[src/rtl/thermal_pkg.sv]
// Shared types and constants for the thermal covert-channel frame modulator.
// Contents: FSM state enum, start-bit level, data width and a counter-width
// helper used to size the symbol/guard/preamble counters.
package thermal_pkg;

    typedef enum logic [2:0] {
        IDLE,
        PREAMBLE,
        START,
        DATA,
        PARITY,
        GUARD
    } state_t;

    localparam logic        START_LEVEL = 1'b1;
    localparam int unsigned DATA_BITS   = 8;

    // Bits needed to count 0..n-1, never less than one bit.
    function automatic int unsigned cnt_width(input int unsigned n);
        return (n <= 2) ? 1 : $clog2(n);
    endfunction

endpackage

[src/rtl/thermal_symbol_timer.sv]
// Free-running cycle counter used to time symbols and the guard period.
// Ports:
//   clk_i    system clock
//   reset_i  synchronous active-high reset (count -> 0)
//   clear_i  hold the count at 0
//   term_i   terminal count value (period - 1)
//   tc_o     high on the cycle the count equals term_i; the count wraps
//            to 0 on that edge
module thermal_symbol_timer #(
    parameter int unsigned WIDTH = 1
) (
    input  logic             clk_i,
    input  logic             reset_i,
    input  logic             clear_i,
    input  logic [WIDTH-1:0] term_i,
    output logic             tc_o
);

    logic [WIDTH-1:0] count_q, count_d;

    assign tc_o = (count_q == term_i);

    always_comb begin
        count_d = count_q + 1'b1;
        if (clear_i || tc_o) begin
            count_d = '0;
        end
    end

    always_ff @(posedge clk_i) begin
        if (reset_i) begin
            count_q <= '0;
        end else begin
            count_q <= count_d;
        end
    end

endmodule

[src/rtl/thermal_frame_modulator.sv]
// Frames bytes for the thermal covert channel: alternating preamble
// (starting with 1), a start bit, 8 data bits MSB first, an optional even
// parity bit, then a cool-down guard with the heater held off. Each symbol
// lasts BIT_CYCLES clocks; heater_enable carries the registered symbol level.
// Optional feature: define THERMAL_PARITY_EN to insert the parity symbol.
// Ports:
//   clk            system clock
//   reset          synchronous active-high reset, aborts any frame
//   tx_data        byte to transmit
//   tx_valid       tx_data valid
//   tx_ready       high only in IDLE; transfer on tx_valid && tx_ready
//   heater_enable  registered symbol level to the heater stage
//   busy           frame in progress, guard included
//   frame_done     one-cycle pulse when the guard period ends
module thermal_frame_modulator
    import thermal_pkg::*;
#(
    parameter int unsigned BIT_CYCLES    = 50000000,
    parameter int unsigned PREAMBLE_BITS = 4,
    parameter int unsigned GUARD_CYCLES  = 100000000
) (
    input  logic       clk,
    input  logic       reset,
    input  logic [7:0] tx_data,
    input  logic       tx_valid,
    output logic       tx_ready,
    output logic       heater_enable,
    output logic       busy,
    output logic       frame_done
);

    localparam int unsigned BW = cnt_width(BIT_CYCLES);
    localparam int unsigned GW = cnt_width(GUARD_CYCLES);
    localparam int unsigned TW = (BW > GW) ? BW : GW;
    localparam int unsigned PW = cnt_width(PREAMBLE_BITS);
    localparam int unsigned IW = $clog2(DATA_BITS);

    localparam logic [TW-1:0] BIT_TERM   = TW'(BIT_CYCLES - 1);
    localparam logic [TW-1:0] GUARD_TERM = TW'(GUARD_CYCLES - 1);
    localparam logic [PW-1:0] PRE_LAST   = PW'(PREAMBLE_BITS - 1);

    state_t               state_q;
    logic [DATA_BITS-1:0] shift_q;
    logic [PW-1:0]        pre_idx_q;
    logic [IW-1:0]        bit_idx_q;
    logic                 tx_ready_q;
    logic                 heater_q;
    logic                 busy_q;
    logic                 done_q;
`ifdef THERMAL_PARITY_EN
    logic                 parity_q;
`endif

    logic          tc;
    logic [TW-1:0] term;

    // The guard period shares the symbol timer with its own terminal value.
    assign term = (state_q == GUARD) ? GUARD_TERM : BIT_TERM;

    thermal_symbol_timer #(
        .WIDTH(TW)
    ) u_timer (
        .clk_i  (clk),
        .reset_i(reset),
        .clear_i(state_q == IDLE),
        .term_i (term),
        .tc_o   (tc)
    );

    always_ff @(posedge clk) begin
        if (reset) begin
            state_q    <= IDLE;
            shift_q    <= '0;
            pre_idx_q  <= '0;
            bit_idx_q  <= '0;
            tx_ready_q <= 1'b1;
            heater_q   <= 1'b0;
            busy_q     <= 1'b0;
            done_q     <= 1'b0;
`ifdef THERMAL_PARITY_EN
            parity_q   <= 1'b0;
`endif
        end else begin
            done_q <= 1'b0;
            case (state_q)
                IDLE: begin
                    if (tx_valid) begin
                        state_q    <= PREAMBLE;
                        shift_q    <= tx_data;
                        pre_idx_q  <= '0;
                        heater_q   <= 1'b1;
                        busy_q     <= 1'b1;
                        tx_ready_q <= 1'b0;
`ifdef THERMAL_PARITY_EN
                        parity_q   <= ^tx_data;
`endif
                    end
                end
                PREAMBLE: begin
                    if (tc) begin
                        if (pre_idx_q == PRE_LAST) begin
                            state_q  <= START;
                            heater_q <= START_LEVEL;
                        end else begin
                            pre_idx_q <= pre_idx_q + 1'b1;
                            // Next symbol k+1 has level ~(k+1)[0], i.e. k[0].
                            heater_q  <= pre_idx_q[0];
                        end
                    end
                end
                START: begin
                    if (tc) begin
                        state_q   <= DATA;
                        bit_idx_q <= '1;
                        heater_q  <= shift_q[DATA_BITS-1];
                        shift_q   <= {shift_q[DATA_BITS-2:0], 1'b0};
                    end
                end
                DATA: begin
                    if (tc) begin
                        if (bit_idx_q == '0) begin
`ifdef THERMAL_PARITY_EN
                            state_q  <= PARITY;
                            heater_q <= parity_q;
`else
                            state_q  <= GUARD;
                            heater_q <= 1'b0;
`endif
                        end else begin
                            bit_idx_q <= bit_idx_q - 1'b1;
                            heater_q  <= shift_q[DATA_BITS-1];
                            shift_q   <= {shift_q[DATA_BITS-2:0], 1'b0};
                        end
                    end
                end
`ifdef THERMAL_PARITY_EN
                PARITY: begin
                    if (tc) begin
                        state_q  <= GUARD;
                        heater_q <= 1'b0;
                    end
                end
`endif
                GUARD: begin
                    if (tc) begin
                        state_q    <= IDLE;
                        done_q     <= 1'b1;
                        tx_ready_q <= 1'b1;
                        busy_q     <= 1'b0;
                    end
                end
                default: begin
                    state_q    <= IDLE;
                    tx_ready_q <= 1'b1;
                    heater_q   <= 1'b0;
                    busy_q     <= 1'b0;
                end
            endcase
        end
    end

    assign tx_ready      = tx_ready_q;
    assign heater_enable = heater_q;
    assign busy          = busy_q;
    assign frame_done    = done_q;

endmodule
[config.mk]
export PLATFORM = sky130hd
export DESIGN_NAME = thermal_frame_modulator
export DESIGN_NICKNAME = d
export VERILOG_FILES = /design/src/rtl/thermal_pkg.sv /design/src/rtl/thermal_symbol_timer.sv /design/src/rtl/thermal_frame_modulator.sv
export SDC_FILE = /design/constraint.sdc
export NUM_CORES = 1
export LEC_CHECK = 0
export ABC_AREA = 1
export ABC_CLOCK_PERIOD_IN_PS = 2600
export CORE_AREA = 2 2 76 78
export DETAILED_ROUTE_END_ITERATION = 7
export DIE_AREA = 0 0 78 80
export PLACE_DENSITY = 0.66
export RECOVER_POWER = 100
export SLEW_MARGIN = 20
export SYNTH_ARGS = -nofsm -noshare
export SYNTH_HDL_FRONTEND = slang
export SYNTH_SLANG_ARGS = --single-unit
export TNS_END_PERCENT = 50
[constraint.sdc]
create_clock -name clk -period 2.6 [get_ports clk]
set_input_delay 0.52 -clock clk [delete_from_list [all_inputs] [get_ports clk]]
set_output_delay 0.52 -clock clk [all_outputs]
set_load 0.03 [all_outputs]
==> flow_metrics.tcl <==
set metrics [dict create \
    endpoint_kind "flop" \
    dr.pass1.iters 4 \
    antenna_cells 0 \
    r2r_slack_ns 0.47 \
    avgSynthCellArea_um2 6.86 \
    die_area_um2 6240 \
    drcViolationCount 0 \
    finalSetupViolCount 0 \
    io_pins 15 \
    hp-class "flop to flop" \
    htree_levels 2 \
    cts.sinks 47 \
    io_buffers 14 \
    mostFrequentLayoutCell "nand2_1" \
    tns_ns 0 \
    cp-start-kind "flop" \
    critical-path-max-stage-delay_ns 0.39 \
    die_w_um 78 \
    final_cell_mix "nand2_1 (96), inv_1 (52), nor2_1 (51)" \
    power.density_nw_per_um2 784 \
    grt_max_degree 23 \
    leakage_nw 1.15 \
    arrival_ns 2.33 \
    synth_top_area_cell "dfxtp_1" \
    fin_crit_sh_pct 81.9 \
    post_cts_resized 0 \
    cts_buffers 5 \
    post_cts_buffers 0 \
    chipHeight_um 80 \
    dpl.hpwl_mm 4.03 \
    r2r_cells 9 \
    switching_share_pct 39.4 \
    skew_ns 0.00388 \
    synth.top_cell.area_share_pct 35.8 \
    gp_congestion 0.867 \
    wl_mm 5.35 \
    drv_slew 0 \
    crit_type "flop to flop" \
    yosysWarnings 0 \
    overflow 0 \
    grt_usage_pct 18.7 \
    crit_path_top_delay_cell "nand3_2" \
    whs_path_depth 2 \
    initial_core_util_pct 48.6 \
    core_um2 5410 \
    cts_tree "built" \
    worstSkewPairLatency_ns 0.30 \
    reg2reg_from "u_timer.count_q[0]" \
    holdBufCountCts 0 \
    synth_nets 398 \
    vias 2326 \
    grt_setup_unrepaired "false" \
    cpMostUsedCell "nor2_1" \
    pwr-share-comb_pct 38.7 \
    ys_seq_elements 47 \
    area_growth_pct 10.6 \
    irDropWorstVdd_mv 0.353 \
    wl_per_cell_um 11.3 \
    synth_cell_types 38 \
    cp_max_fo 22 \
    grt_pass1_vias 2092 \
    switchingPower_w 0.000897 \
    rows 27 \
    drive_gt1_share_pct 9.70 \
    antenna_found_initial 0 \
    critPathBufInv 1 \
    setup_ws_ns 0.471 \
    max_freq_mhz 470 \
    clock_path_buffers 2 \
    grt_pass1_wl_mm 9.37 \
    hold_viol 0 \
    min_to "shift_q[6]" \
    viasPerCell 4.91 \
    synthCells 383 \
    r2r_end "u_timer.count_q[4]" \
    ant_nets 0 \
    critPathTopFamily "simple AND/OR/NAND/NOR gates" \
    p_seq_share_pct 39.7 \
    drt-initial-drc-count 170 \
    synth.area.top_cells "dfxtp_1 (36%), nand2_1 (14%), inv_1 (7.4%)" \
    p_int_w 0.00138 \
    hold_start "shift_q[6]" \
    synth_seq_area_share_pct 35.8 \
    slew_headroom_pct 60.6 \
    clkTransAtPathRegs_ns 0.09 \
    root_buffer "clkbuf_8" \
    path_cells "ha_1, nand3_1, nor2_1, nand2_2, nor2_1, nand3_4, nand3_2, clkbuf_4, a21oi_1" \
    dp_slack_ns 0.608 \
    p_clk_share_pct 21.6 \
    post-route-min-period_ns 2.13 \
    netlist_area_um2 2630 \
    status "completed" \
    cp.required_ns 2.80 \
    worstMarginPinSlew_ns 0.589 \
    fin_nets 416 \
    startpoint "u_timer.count_q[0]" \
    timing.max_cap.violations 0 \
]
[power by group through the flow]
| stage | sequential (W) | clock, W | combinational, W |
|---|---|---|---|
| after CTS | 0.000905 | 0.000505 | 0.000908 |
| after global routing | 0.000920 | 0.000531 | 0.00101 |
| after floorplan | 0.000957 | 0 | 0.000690 |
| after detailed placement | 0.000923 | 0 | 0.000903 |
| final | 0.000904 | 0.000491 | 0.000882 |
| after global placement | 0.000921 | 0 | 0.000895 |
[synth_stat cells (all sizes together)]
cell and number:
nand2 103, nor2 57, inv 53, dfxtp 47, a21oi 25, nand3 20
o21ai 17, nand4 10, nor3 10, nor3b 6, or2 6, xnor2 6
buf 4, ha 4, clkbuf 3, xor2 3, and3 2, nor4 2
a31oi 1, and2 1, nand3b 1, o211ai 1, o22ai 1
[layer usage]
layer  track usage, %  share of wire, %  vias up
li1                 -                 -     1250
met1             26.3                52     1040
met2             29.1                44       34
met3             3.51               3.2        2
met4             5.79              0.11        0
met5                0                 0        -
[stage by stage]
step | hold WS (ns) | power, W | util, % | instances | cell area, µm²
6_report | 0.450 | 0.00228 | 53.8 | 474 | 2910
5_1_grt | 0.483 | 0.00246 | 53.8 | 474 | 2910
4_1_cts | 0.458 | 0.00232 | 54.5 | 474 | 2950
3_5_place_dp | 0.444 | 0.00183 | 52.7 | 466 | 2850
3_3_place_gp | 0.435 | 0.00182 | 52.7 | 466 | 2850
2_1_floorplan | 0.424 | 0.00165 | - | 383 | 2630
[logic make-up after synthesis]
group | count (synthesis) | share of synthesized area (%)
AND/OR/NAND/NOR | 218 | 40.9
AO/OA/AOI/OAI | 45 | 9.19
flip-flops | 47 | 35.8
XOR/XNOR | 9 | 3.00
adder cells (fa/ha/maj) | 4 | 1.90
buffers and inverters | 60 | 9.19
[final cells by class]
class / count / area [µm²]
well taps: 72 / 90.1
multi-input cells: 276 / 1410
fillers: 562 / 2500
flip-flops and latches: 47 / 941
repair buffers: 18 / 170
inverters: 53 / 199
clock buffers: 8 / 100
[how the worst max path moves through the flow]
stage | slack [ns] | cells past startpoint | to
floorplan | 0.94 | 11 | shift_q[3]
global placement | 0.63 | 5 | u_timer.count_q[5]
detailed placement | 0.61 | 5 | u_timer.count_q[8]
CTS | 0.61 | 9 | u_timer.count_q[8]
global route | 0.23 | 10 | shift_q[4]
finish | 0.47 | 9 | u_timer.count_q[4]
[state kept, by name (all words and copies together), names as in the netlist]
register and count:
u_timer.count_q 27, bit_idx_q 3, pre_idx_q 2, heater_enable 1
shift_q 8, busy 1, frame_done 1, state_q 3
tx_ready 1
[worst reg2reg max path: stages, from the launching register on]
cell and delay [ns]:
dfxtp_1 0.37, ha_1 0.22, nand3_1 0.12, nor2_1 0.21, nand2_2 0.08, nor2_1 0.19, nand3_4 0.16, nand3_2 0.39
clkbuf_4 0.25, a21oi_1 0.04
No activity file was read; power rests on OpenSTA's default activity.
